### config.mk
export PLATFORM = sky130hd
export DESIGN_NAME = fwd_hazard_ctrl_flat
export DESIGN_NICKNAME = d
export VERILOG_FILES = /design/src/rtl/fwd_hazard_ctrl_if.sv /design/src/rtl/fwd_hazard_ctrl.sv /design/src/flat_wrapper.sv
export SDC_FILE = /design/constraint.sdc
export NUM_CORES = 1
export LEC_CHECK = 0
export BUFFER_PORTS_ARGS = -buffer_cell sky130_fd_sc_hd__clkbuf_2
export CAP_MARGIN = 5
export CORE_MARGIN = 3
export CORE_UTILIZATION = 55
export CTS_BUF_LIST = sky130_fd_sc_hd__clkbuf_4 sky130_fd_sc_hd__clkbuf_8
export DETAILED_ROUTE_END_ITERATION = 10
export HOLD_SLACK_MARGIN = 0.08
export PLACE_DENSITY = 0.88
export SETUP_SLACK_MARGIN = 0.3
export SYNTH_ARGS = -nofsm -noshare
export SYNTH_HDL_FRONTEND = slang
export SYNTH_SLANG_ARGS = --single-unit
### constraint.sdc
create_clock -name clk -period 4.5 [get_ports clk]
set_input_delay 0.225 -clock clk [delete_from_list [all_inputs] [get_ports clk]]
set_output_delay 0.225 -clock clk [all_outputs]
set_load 0.005 [all_outputs]
### src/rtl/fwd_hazard_ctrl_if.sv
// ID-stage hazard bus between decode and the forwarding/hazard controller.
// Decode drives the instruction fields, the controller returns mux selects and stall.
interface fwd_hazard_ctrl_if #(
  parameter int REG_AW = 5
);
  logic              id_valid;
  logic [REG_AW-1:0] id_rs1;
  logic [REG_AW-1:0] id_rs2;
  logic              id_use_rs1;
  logic              id_use_rs2;
  logic [REG_AW-1:0] id_rd;
  logic              id_we;
  logic              id_is_load;
  logic              id_is_mac;
  logic              flush;
  logic [2:0]        fwd_sel_a;
  logic [2:0]        fwd_sel_b;
  logic              stall;
  logic              mac_done;

  modport master (
    output id_valid, id_rs1, id_rs2, id_use_rs1, id_use_rs2,
           id_rd, id_we, id_is_load, id_is_mac, flush,
    input  fwd_sel_a, fwd_sel_b, stall, mac_done
  );

  modport slave (
    input  id_valid, id_rs1, id_rs2, id_use_rs1, id_use_rs2,
           id_rd, id_we, id_is_load, id_is_mac, flush,
    output fwd_sel_a, fwd_sel_b, stall, mac_done
  );
endinterface

### src/rtl/fwd_hazard_ctrl.sv
// Forwarding and hazard controller for the 5-stage pipeline with a multi-cycle MAC.
// Tracks EX/MEM/WB destination tags plus the in-flight MAC destination and turns
// them into operand forwarding selects and an ID-stage stall.
module fwd_hazard_ctrl #(
  parameter int REG_AW  = 5,
  parameter int MAC_LAT = 3
) (
  input logic             clk,
  input logic             rst_n,
  fwd_hazard_ctrl_if.slave bus
);

  localparam int CW = $clog2(MAC_LAT + 1);

  localparam logic [2:0] SEL_RF  = 3'b000;
  localparam logic [2:0] SEL_EX  = 3'b001;
  localparam logic [2:0] SEL_MEM = 3'b010;
  localparam logic [2:0] SEL_WB  = 3'b011;
  localparam logic [2:0] SEL_MAC = 3'b100;

  logic              ex_valid, mem_valid, wb_valid;
  logic [REG_AW-1:0] ex_rd, mem_rd, wb_rd;
  logic              ex_load, mem_load, wb_load;
  logic [CW-1:0]     mac_cnt;
  logic [REG_AW-1:0] mac_rd;

  logic [3:0] res_a;
  logic [3:0] res_b;
  logic       mac_busy;
  logic       struct_haz;
  logic       waw_haz;
  logic       stall_int;
  logic       issue;

  // Resolve one source operand to {stall_cause, select}; youngest producer wins.
  // A stall cause leaves the select at regfile since EX discards it anyway.
  function automatic logic [3:0] resolve_src(input logic use_src,
                                             input logic [REG_AW-1:0] src);
    logic [3:0] r;
    r = {1'b0, SEL_RF};
    if (use_src && (src != '0)) begin
      if ((mac_cnt != '0) && (mac_rd == src)) begin
        r = (mac_cnt == CW'(1)) ? {1'b0, SEL_MAC} : {1'b1, SEL_RF};
      end else if (ex_valid && (ex_rd == src)) begin
        r = ex_load ? {1'b1, SEL_RF} : {1'b0, SEL_EX};
      end else if (mem_valid && (mem_rd == src)) begin
        r = {1'b0, SEL_MEM};
      end else if (wb_valid && (wb_rd == src)) begin
        r = {1'b0, SEL_WB};
      end
    end
    return r;
  endfunction

  // Combine operand, structural and WAW hazards into the ID stall and issue strobe.
  always_comb begin
    res_a      = resolve_src(bus.id_use_rs1, bus.id_rs1);
    res_b      = resolve_src(bus.id_use_rs2, bus.id_rs2);
    mac_busy   = (mac_cnt > CW'(1));
    struct_haz = bus.id_is_mac & mac_busy;
    waw_haz    = (bus.id_we | bus.id_is_mac) & (bus.id_rd == mac_rd) &
                 (bus.id_rd != '0) & mac_busy;
    stall_int  = bus.id_valid & ~bus.flush &
                 (res_a[3] | res_b[3] | struct_haz | waw_haz);
    issue      = bus.id_valid & ~stall_int & ~bus.flush;
  end

  assign bus.fwd_sel_a = res_a[2:0];
  assign bus.fwd_sel_b = res_b[2:0];
  assign bus.stall     = stall_int;
  assign bus.mac_done  = (mac_cnt == CW'(1));

  // Advance the tag pipeline and the MAC countdown; stalled or flushed slots become bubbles.
  always_ff @(posedge clk) begin
    if (!rst_n) begin
      ex_valid  <= 1'b0;
      ex_rd     <= '0;
      ex_load   <= 1'b0;
      mem_valid <= 1'b0;
      mem_rd    <= '0;
      mem_load  <= 1'b0;
      wb_valid  <= 1'b0;
      wb_rd     <= '0;
      wb_load   <= 1'b0;
      mac_cnt   <= '0;
      mac_rd    <= '0;
    end else begin
      wb_valid  <= mem_valid;
      wb_rd     <= mem_rd;
      wb_load   <= mem_load;
      mem_valid <= ex_valid;
      mem_rd    <= ex_rd;
      mem_load  <= ex_load;
      ex_valid  <= issue & bus.id_we & ~bus.id_is_mac;
      ex_rd     <= bus.id_rd;
      ex_load   <= bus.id_is_load;
      if (issue && bus.id_is_mac) begin
        mac_cnt <= CW'(MAC_LAT);
        mac_rd  <= bus.id_rd;
      end else if (mac_cnt != '0) begin
        mac_cnt <= mac_cnt - CW'(1);
      end
    end
  end

endmodule
### src/flat_wrapper.sv
// flat-port wrapper written by rule: the top's interface ports become plain ports
module fwd_hazard_ctrl_flat 
#(
  parameter int REG_AW  = 5,
  parameter int MAC_LAT = 3
)
  (clk, rst_n, bus_id_valid, bus_id_rs1, bus_id_rs2, bus_id_use_rs1, bus_id_use_rs2, bus_id_rd, bus_id_we, bus_id_is_load, bus_id_is_mac, bus_flush, bus_fwd_sel_a, bus_fwd_sel_b, bus_stall, bus_mac_done);
  fwd_hazard_ctrl_if #(.REG_AW(REG_AW)) bus_i ();
  input logic clk;
  input logic rst_n;
  input wire logic [$bits(bus_i.id_valid)-1:0] bus_id_valid;
  input wire logic [$bits(bus_i.id_rs1)-1:0] bus_id_rs1;
  input wire logic [$bits(bus_i.id_rs2)-1:0] bus_id_rs2;
  input wire logic [$bits(bus_i.id_use_rs1)-1:0] bus_id_use_rs1;
  input wire logic [$bits(bus_i.id_use_rs2)-1:0] bus_id_use_rs2;
  input wire logic [$bits(bus_i.id_rd)-1:0] bus_id_rd;
  input wire logic [$bits(bus_i.id_we)-1:0] bus_id_we;
  input wire logic [$bits(bus_i.id_is_load)-1:0] bus_id_is_load;
  input wire logic [$bits(bus_i.id_is_mac)-1:0] bus_id_is_mac;
  input wire logic [$bits(bus_i.flush)-1:0] bus_flush;
  output wire logic [$bits(bus_i.fwd_sel_a)-1:0] bus_fwd_sel_a;
  output wire logic [$bits(bus_i.fwd_sel_b)-1:0] bus_fwd_sel_b;
  output wire logic [$bits(bus_i.stall)-1:0] bus_stall;
  output wire logic [$bits(bus_i.mac_done)-1:0] bus_mac_done;
  assign bus_i.id_valid = bus_id_valid;
  assign bus_i.id_rs1 = bus_id_rs1;
  assign bus_i.id_rs2 = bus_id_rs2;
  assign bus_i.id_use_rs1 = bus_id_use_rs1;
  assign bus_i.id_use_rs2 = bus_id_use_rs2;
  assign bus_i.id_rd = bus_id_rd;
  assign bus_i.id_we = bus_id_we;
  assign bus_i.id_is_load = bus_id_is_load;
  assign bus_i.id_is_mac = bus_id_is_mac;
  assign bus_i.flush = bus_flush;
  assign bus_fwd_sel_a = bus_i.fwd_sel_a;
  assign bus_fwd_sel_b = bus_i.fwd_sel_b;
  assign bus_stall = bus_i.stall;
  assign bus_mac_done = bus_i.mac_done;
  fwd_hazard_ctrl #(.REG_AW(REG_AW), .MAC_LAT(MAC_LAT)) u_core (.clk(clk), .rst_n(rst_n), .bus(bus_i));
endmodule
==> impl_metrics.py, run 1 <==
metrics = {
    "status": {
        "status": "complete, no violations",
    },
    "synth": {
        "synth.largest_area_cell": "dfxtp_1",
        "synthArstFlopShare_pct": 0,
        "synth_edf_count": 0,
        "yosys-top-cells-area": "dfxtp_1 (31%), xor2_1 (20%), and2_1 (4.9%)",
        "yosysUniqueCellTypes": 40,
        "syn-num-nets": 208,
        "synth_top_area_share_pct": 31.3,
        "synth.most_common_cell": "xor2_1",
        "synth_common_cells": "xor2_1 (37), dfxtp_1 (26), nand2_1 (14)",
        "synth_cells": 182,
        "ys_ff_latch": 26,
        "syn_area_um2": 1660,
        "avgSynthCellArea_um2": 9.13,
        "synth_seq_area_share_pct": 31.3,
        "ys.warnings.count": 0,
        "synth-main-ff-cell": "dfxtp_1",
    },
    "worst_setup_path": {
        "path_delay_family": "simple AND/OR/NAND/NOR gates",
        "worstPathRequired_ns": 4.28,
        "cp-end-kind": "output pin",
        "crit_buf_inv": 1,
        "path_class": "reg -> out",
        "cp_max_fo": 4,
        "cp_slowest_cell": "nor4_2",
        "crit_chain": "xor2_1, nor4_2, nand2_1, a221oi_2, a311oi_1, nor3b_1, clkbuf_2",
        "start_kind": "flip-flop",
        "critical_path.max_stage_delay_ns": 0.48,
        "cp_data_arrival_time_ns": 2.45,
    },
    "finish": {
        "multi_input_area_um2": 1030,
        "drive_gt1_share_pct": 22.5,
        "fillers": 246,
        "area_growth_pct": 9.11,
        "fin_area_um2": 1810,
        "n_antenna_cell": 0,
        "final_nets": 231,
        "seq_area_um2": 520,
    },
    "sta": {
        "final-max-slew-violation-count": 0,
        "finalCritPeriodShare_pct": 59.6,
        "whs_ns": 0.0941,
        "relSlewSlack_pct": 62.8,
        "fin_ws_ns": 1.82,
        "period_needed_ns": 2.68,
        "setup-violations-final": 0,
        "setup-tns-final_ns": 0,
        "worst_pin_slew_ns": 0.552,
        "fin_worst_skew_ns": 0.0120,
        "final_hold_viol_count": 0,
        "fmax_mhz": 373,
        "rsz0062_at_grt": "false",
    },
    "drt": {
        "highest_layer": "met4",
        "wl_um": 3460,
        "first_pass_iters": 5,
        "viasPerCell": 5.63,
        "wl_met1_um": 1640,
        "wl_met2_um": 1640,
        "wl_per_cell_um": 14.7,
        "drtIter0Drc": 89,
        "drcViolationCount": 0,
        "ant_nets": 0,
        "num_vias": 1324,
        "wl_met3_um": 139,
    },
    "hold_path": {
        "hold_class": "in -> reg",
    },
    "placed_design": {
        "place.gp.congestion": 0.831,
        "place_area_um2": 1780,
        "hpwl_um": 2790,
        "pre_cts_ws_ns": 2.23,
        "io_buffers": 31,
    },
    "cts": {
        "post_cts_buffers": 0,
        "cts.sinks": 26,
        "numCtsBuffers": 3,
        "insertion_delay_ns": 0.33,
        "cts_root_buffer": "clkbuf_4",
        "ctsResizeCount": 0,
        "cts_tree": "built",
        "clkTransAtPathRegs_ns": 0.15,
        "ctsLongestPathBuffers": 2,
        "htree_levels": 1,
        "postCtsHoldBufs": 0,
    },
    "flow_run": {
        "maxCapViolations": 0,
    },
    "global_route": {
        "grt_pass1_vias": 1213,
        "antenna_found_initial": 0,
        "grt_max_degree": 27,
        "grt_overflow": 0,
        "grt_usage_pct": 19.9,
        "grt_pass1_wl_um": 5480,
    },
    "power": {
        "p_int_uw": 361,
        "clockPowerShare_pct": 22.8,
        "power_density_nw_per_um2": 294,
        "power_uw": 533,
        "peakVddDrop_mv": 0.197,
        "leakage_uw": 0.000820,
        "seq_power_share_pct": 49.4,
        "p_comb_share_pct": 27.8,
        "switching_share_pct": 32.2,
        "p_sw_uw": 171,
    },
    "floorplan": {
        "ios": 32,
        "core.rowCount": 19,
        "core_area_um2": 2830,
        "die_w_um": 61.0,
        "die_area_um2": 3720,
        "die_h_um": 61.0,
        "start_util_pct": 58.7,
    },
}
-- power groups by stage --
stage / Combinational, µW / Sequential, µW / Clock [µW]
2_1_floorplan: 117 / 264 / 0
3_3_place_gp: 144 / 267 / 0
3_5_place_dp: 148 / 268 / 0
4_1_cts: 149 / 263 / 122
5_1_grt: 164 / 266 / 132
6_report: 148 / 263 / 121
-- registers in the layout (all words and copies together), names as in the netlist --
signal            cells
u_core.ex_load        1
u_core.ex_rd          5
u_core.ex_valid       1
u_core.mac_cnt        2
u_core.mac_rd         5
u_core.mem_rd         5
u_core.mem_valid      1
u_core.wb_rd          5
u_core.wb_valid       1
-- cells in the final DEF (no fill, tap or decap), types with 2 or more instances in the layout --
| cell | n |
|---|---|
| xor2_1 | 37 |
| clkbuf_2 | 31 |
| dfxtp_1 | 26 |
| nand2_1 | 14 |
| and2_1 | 13 |
| inv_1 | 9 |
| xnor2_1 | 8 |
| nor3_1 | 6 |
| mux2i_1 | 6 |
| nor2_1 | 5 |
| nor4_1 | 5 |
| nand3_1 | 4 |
| nand2b_1 | 3 |
| and3_1 | 3 |
| clkbuf_4 | 3 |
| a31oi_1 | 2 |
| nor3b_1 | 2 |
| a21oi_1 | 2 |
| nand4_1 | 2 |
| or4_4 | 2 |
| o21a_1 | 2 |
| ha_1 | 2 |
-- per-stage QoR --
stage | instances | utilization, %
after floorplan | 182 | -
after global placement | 231 | 62.8
after detailed placement | 231 | 62.8
after CTS | 235 | 64.1
after global routing | 235 | 64.1
final | 235 | 64.1
-- layer usage --
layer / track usage [%] / vias up
li1: - / 652
met1: 26.7 / 627
met2: 33.1 / 38
met3: 4.04 / 7
met4: 3.72 / 0
met5: 0 / -
-- final timing paths --
check,from,endpoint,slack (ns),cells past startpoint
hold / removal,bus_id_is_load,u_core.ex_load,0.09,2
hold reg to reg,u_core.mem_valid,u_core.wb_valid,0.49,1
setup reg to reg,u_core.mac_rd[3],u_core.mac_cnt[0],2.39,6
setup / recovery,u_core.mac_rd[3],bus_stall,1.82,7
-- kinds of logic (layout without fill, tap and decap cells) --
kind of cell    Yosys count  in the layout  synth area share, %
compound gates           15             15                 8.89
xor+xnor                 45             45                 23.7
fa+ha+maj                 2              2                 1.51
buf+inv                  22             44                 6.78
flops                    26             26                 31.3
mux                       6              6                 3.61
simple gates             66             66                 24.2
-- area by class of cell --
type,count,share of cell area (%)
Clock buffer,4,2.00
Inverter,9,1.86
Multi-Input combinational cell,134,56.7
Sequential cell,26,28.7
Tap cell,31,2.14
Timing Repair Buffer,31,8.56
(Power assumes the default switching activity.)
==> inputs of run 2 (changes only) <==
--- a/config.mk
+++ b/config.mk
@@ -8,11 +8,11 @@
 export BUFFER_PORTS_ARGS = -buffer_cell sky130_fd_sc_hd__clkbuf_2
 export CAP_MARGIN = 5
 export CORE_MARGIN = 3
-export CORE_UTILIZATION = 55
+export CORE_UTILIZATION = 51
 export CTS_BUF_LIST = sky130_fd_sc_hd__clkbuf_4 sky130_fd_sc_hd__clkbuf_8
 export DETAILED_ROUTE_END_ITERATION = 10
 export HOLD_SLACK_MARGIN = 0.08
-export PLACE_DENSITY = 0.88
+export PLACE_DENSITY = 0.86
 export SETUP_SLACK_MARGIN = 0.3
 export SYNTH_ARGS = -nofsm -noshare
 export SYNTH_HDL_FRONTEND = slang
==> constraint.sdc (replaced) <==
create_clock -name clk -period 2.4 [get_ports clk]
set_input_delay 0.12 -clock clk [delete_from_list [all_inputs] [get_ports clk]]
set_output_delay 0.12 -clock clk [all_outputs]
set_load 0.005 [all_outputs]
==> impl_metrics.py, run 2 (synthesis results as in run 1) <==
metrics = {
    "status": {
        "status": "complete, no violations",
    },
    "floorplan": {
        "core.rowCount": 20,
        "die_area_um2": 3980,
        "ios": 32,
        "start_util_pct": 54.0,
        "die_w_um": 63.1,
        "core_area_um2": 3080,
        "die_h_um": 63.1,
    },
    "power": {
        "seq_power_share_pct": 47.5,
        "p_int_uw": 681,
        "leakage_uw": 0.000928,
        "peakVddDrop_mv": 0.430,
        "p_comb_share_pct": 34.0,
        "clockPowerShare_pct": 18.5,
        "p_sw_uw": 365,
        "switching_share_pct": 34.9,
        "power_density_nw_per_um2": 499,
    },
    "global_route": {
        "antenna_found_initial": 0,
        "grt_pass1_vias": 1377,
        "grt_usage_pct": 21.2,
        "grt_overflow": 0,
        "grt_pass1_wl_um": 6610,
        "grt_max_degree": 27,
    },
    "placed_design": {
        "place.gp.congestion": 0.841,
        "io_buffers": 31,
        "hpwl_um": 2850,
        "numPlacedInstances": 244,
    },
    "sta": {
        "setup-tns-final_ns": 0,
        "setup-violations-final": 0,
        "period_needed_ns": 2.27,
        "rsz0062_at_grt": "true",
        "fin_worst_skew_ns": 0.00532,
        "final_hold_viol_count": 0,
        "final-max-slew-violation-count": 0,
        "finalCritPeriodShare_pct": 94.7,
        "relSlewSlack_pct": 66.3,
        "worst_pin_slew_ns": 0.501,
        "fmax_mhz": 440,
    },
    "drt": {
        "drtIter0Drc": 75,
        "drcViolationCount": 0,
        "wl_met3_um": 235,
        "wl_per_cell_um": 16.8,
        "viasPerCell": 5.52,
        "num_vias": 1463,
        "highest_layer": "met4",
        "wl_met1_um": 1850,
        "wl_um": 4440,
        "ant_nets": 0,
        "wl_met2_um": 2230,
        "first_pass_iters": 4,
    },
    "cts": {
        "ctsLongestPathBuffers": 2,
        "insertion_delay_ns": 0.34,
        "htree_levels": 1,
        "numCtsBuffers": 3,
        "cts.sinks": 26,
        "cts_tree": "built",
        "cts_root_buffer": "clkbuf_4",
        "clkTransAtPathRegs_ns": 0.14,
    },
    "worst_setup_path": {
        "cp_max_fo": 3,
        "cp-end-kind": "output pin",
        "start_kind": "flip-flop",
        "reg2reg_setup_slack_ns": 0.26,
        "worstPathRequired_ns": 2.28,
        "critical_path.max_stage_delay_ns": 0.38,
        "r2r_cells": 10,
        "crit_buf_inv": 4,
        "crit_chain": "xor2_1, nor4_4, buf_4, buf_4, buf_4, a221oi_4, a311oi_2, nor3b_1, buf_2",
        "cp_slowest_cell": "dfxtp_4",
        "path_class": "reg -> out",
        "crit_path_frequent_cell": "buf_4",
        "crit-reg2reg-launch": "u_core.mac_rd[3]",
        "path_delay_family": "buffers and inverters",
        "r2r-end": "u_core.mac_rd[1]",
        "cp_data_arrival_time_ns": 2.15,
    },
    "hold_path": {
        "worstHoldStart": "bus_id_is_mac",
        "worstHoldEndpoint": "u_core.ex_valid",
        "hold_depth": 3,
        "hold_class": "in -> reg",
    },
    "finish": {
        "area_growth_pct": 26.3,
        "drive_gt1_share_pct": 36.7,
        "layout_common_cells": "xor2_1 (34), clkbuf_2 (29), dfxtp_1 (17)",
        "fin_cells": 265,
        "final_nets": 249,
        "final_common_cell": "xor2_1",
        "n_antenna_cell": 0,
    },
    "flow_run": {
        "maxCapViolations": 0,
    },
}
run 2: stage by stage:
| stage | setup slack [ns] | instance area (µm²) | util, % | hold WS [ns] | total power, µW |
|---|---|---|---|---|---|
| floorplan | 0.605 | 1660 | - | 0.231 | 714 |
| global placement | 0.461 | 1790 | 58.3 | 0.336 | 771 |
| detailed placement | 0.405 | 1790 | 58.3 | 0.334 | 782 |
| CTS | 0.196 | 1960 | 63.5 | 0.142 | 988 |
| global route | 0.0206 | 2100 | 68.2 | 0.184 | 1100 |
| finish | 0.127 | 2100 | 68.2 | 0.173 | 1050 |
run 2: worst reg2reg max path, stage by stage, from the launching register on:
cell and delay (ns):
dfxtp_4 0.38, xor2_1 0.18, nor4_4 0.35, buf_4 0.17, buf_4 0.10, buf_4 0.11, a221oi_4 0.06, buf_4 0.15
nor3_4 0.22, buf_12 0.16, mux2i_1 0.20
run 2: layout make-up:
cell class | instances | area [µm²]
Multi-Input combinational cell | 134 | 1130
Tap cell | 44 | 55.1
Inverter | 9 | 33.8
Fill cell | 227 | 980
Clock buffer | 3 | 22.5
Sequential cell | 26 | 537
Timing Repair Buffer | 49 | 318
run 2: how the worst max path moves through the flow:
| stage | start | to | slack, ns | depth (start not counted) |
|---|---|---|---|---|
| floorplan | u_core.mac_cnt[0] | u_core.mac_rd[0] | 0.61 | 7 |
| finish | u_core.mac_rd[3] | bus_stall | 0.13 | 9 |
| CTS | u_core.ex_rd[2] | bus_stall | 0.20 | 6 |
| global route | u_core.mac_rd[3] | bus_stall | 0.02 | 9 |
| global placement | u_core.mac_rd[3] | bus_stall | 0.46 | 7 |
| detailed placement | u_core.mac_cnt[0] | u_core.mac_rd[2] | 0.41 | 6 |
run 2: metal layers:
layer	GRT usage [%]	vias to the layer above
met5	0	-
met4	8.82	0
met3	4.28	13
met2	36.5	52
met1	25.5	709
li1	-	689
run 2: what timing repair did:
action,CTS,global route
resized for setup,10,21
hold buffers,6,0
endpoints found under the setup margin,2,12
pin swaps,7,12
setup buffers,6,6
endpoints found under the hold margin,8,0
run 2: power groups by stage:
stage	Clock [µW]	Sequential, µW	Combinational, µW
finish	194	497	356
global route	209	499	389
CTS	193	494	302
detailed placement	0	502	280
global placement	0	500	271
floorplan	0	494	219
==> inputs of run 3 (changes only) <==
==> constraint.sdc (replaced) <==
create_clock -name clk -period 2.05 [get_ports clk]
set_input_delay 0.1025 -clock clk [delete_from_list [all_inputs] [get_ports clk]]
set_output_delay 0.1025 -clock clk [all_outputs]
set_load 0.005 [all_outputs]
==> impl_metrics.py, run 3 (synthesis results as in run 1) <==
metrics = {
    "status": {
        "status": "finished with violations",
        "violations": "negative setup slack",
    },
    "floorplan": {
        "core.rowCount": 20,
        "die_h_um": 63.1,
        "core_area_um2": 3080,
        "die_w_um": 63.1,
        "start_util_pct": 54.0,
        "ios": 32,
        "die_area_um2": 3980,
    },
    "drt": {
        "drtIter0Drc": 63,
        "ant_nets": 0,
        "viasPerCell": 5.45,
        "wl_um": 4840,
        "first_pass_iters": 4,
        "wl_per_cell_um": 18.2,
        "drcViolationCount": 0,
        "num_vias": 1451,
    },
    "cts": {
        "ctsLongestPathBuffers": 2,
        "clkTransAtPathRegs_ns": 0.15,
        "cts.sinks": 26,
        "cts_root_buffer": "clkbuf_4",
        "htree_levels": 1,
        "numCtsBuffers": 3,
        "cts_tree": "built",
        "insertion_delay_ns": 0.33,
    },
    "worst_setup_path": {
        "worstPathRequired_ns": 1.95,
        "crit_chain": "xor2_1, or4_4, a221oi_4, a311oi_2, nor3b_2, clkbuf_2",
        "start_kind": "flip-flop",
        "cp_max_fo": 3,
        "crit_buf_inv": 1,
        "cp_slowest_cell": "or4_4",
        "crit_start": "u_core.ex_rd[0]",
        "cp_data_arrival_time_ns": 2.24,
        "critical_path.max_stage_delay_ns": 0.56,
        "crit-reg2reg-launch": "u_core.ex_rd[0]",
        "cp-end-kind": "output pin",
        "path_delay_family": "simple AND/OR/NAND/NOR gates",
        "path_class": "reg -> out",
    },
    "global_route": {
        "antenna_found_initial": 0,
        "grt_overflow": 0,
        "grt_pass1_vias": 1521,
        "grt_usage_pct": 22.9,
        "grt_pass1_wl_um": 7090,
        "grt_max_degree": 27,
    },
    "sta": {
        "fin_worst_skew_ns": 0.00872,
        "final_hold_viol_count": 0,
        "finalCritPeriodShare_pct": 114,
        "worst_pin_slew_ns": 0.674,
        "period_needed_ns": 2.34,
        "rsz0062_at_grt": "true",
        "fin_ws_ns": -0.289,
        "final-max-slew-violation-count": 0,
        "setup-violations-final": 10,
        "whs_ns": 0.122,
        "relSlewSlack_pct": 54.6,
        "fmax_mhz": 427,
    },
    "power": {
        "power_uw": 1300,
        "power_density_nw_per_um2": 604,
        "leakage_uw": 0.000958,
        "peakVddDrop_mv": 0.416,
    },
    "finish": {
        "final_common_cell": "xor2_1",
        "layout_common_cells": "xor2_1 (35), clkbuf_2 (31), dfxtp_1 (16)",
        "area_growth_pct": 29.9,
        "fin_area_um2": 2160,
        "n_antenna_cell": 0,
        "final_util_pct": 70.1,
        "final_nets": 249,
        "drive_gt1_share_pct": 40.1,
    },
    "flow_run": {
        "maxCapViolations": 0,
    },
    "placed_design": {
        "io_buffers": 31,
        "place.gp.congestion": 0.826,
        "hpwl_um": 2780,
        "place_area_um2": 1800,
    },
    "hold_path": {
        "worstHoldStart": "bus_flush",
        "hold_class": "in -> reg",
    },
}
## run 3: timing repair
| action | CTS | global route |
|---|---|---|
| pin swaps | 16 | 9 |
| hold buffers | 6 | 0 |
| buffers inserted | 7 | 4 |
| endpoints found under the hold margin | 11 | 0 |
| resized for setup | 23 | 17 |
| setup endpoints to repair | 15 | 15 |
## run 3: worst register-to-register path, cell delays in order, from the launching register on
cell,delay (ns)
dfxtp_2,0.38
xor2_1,0.19
or4_4,0.56
a221oi_4,0.35
buf_4,0.19
nor3_4,0.05
buf_12,0.15
mux2i_2,0.19
## run 3: worst paths after layout
kind                           end  slack (ns)  depth (start not counted)
setup / recovery         bus_stall       -0.29                          6
hold / removal     u_core.ex_valid        0.12                          3
setup reg to reg  u_core.mac_rd[2]       -0.09                          7
hold reg to reg    u_core.wb_valid        0.52                          1
## run 3: per-stage QoR
stage	worst slack, ns	TNS, ns	cells
floorplan	0.307	0	182
global placement	0.126	0	245
detailed placement	0.0587	0	245
CTS	-0.216	-0.216	262
global route	-0.371	-1.33	266
finish	-0.289	-0.754	266
## run 3: per-layer routing
layer  wire length (µm)  global-route usage [%]  share of wire [%]
met1               1930                    26.7                 40
met2               2440                    39.9                 50
met3                243                    4.81                5.0
met4                225                    10.5                4.7
met5                  0                       0                  0
## run 3: layout make-up
class / instances / area [µm²]
timing repair buffer: 49 / 329
multi-input combinational: 134 / 1160
sequential: 26 / 541
fill: 226 / 920
inverter: 9 / 33.8
clock buffer: 4 / 36.3
tap: 44 / 55.1
## run 3: power by group
part | switching (µW) | total [µW] | internal (µW)
sequential | 40.9 | 582 | 541
combinational | 244 | 453 | 209
clock | 160 | 269 | 109
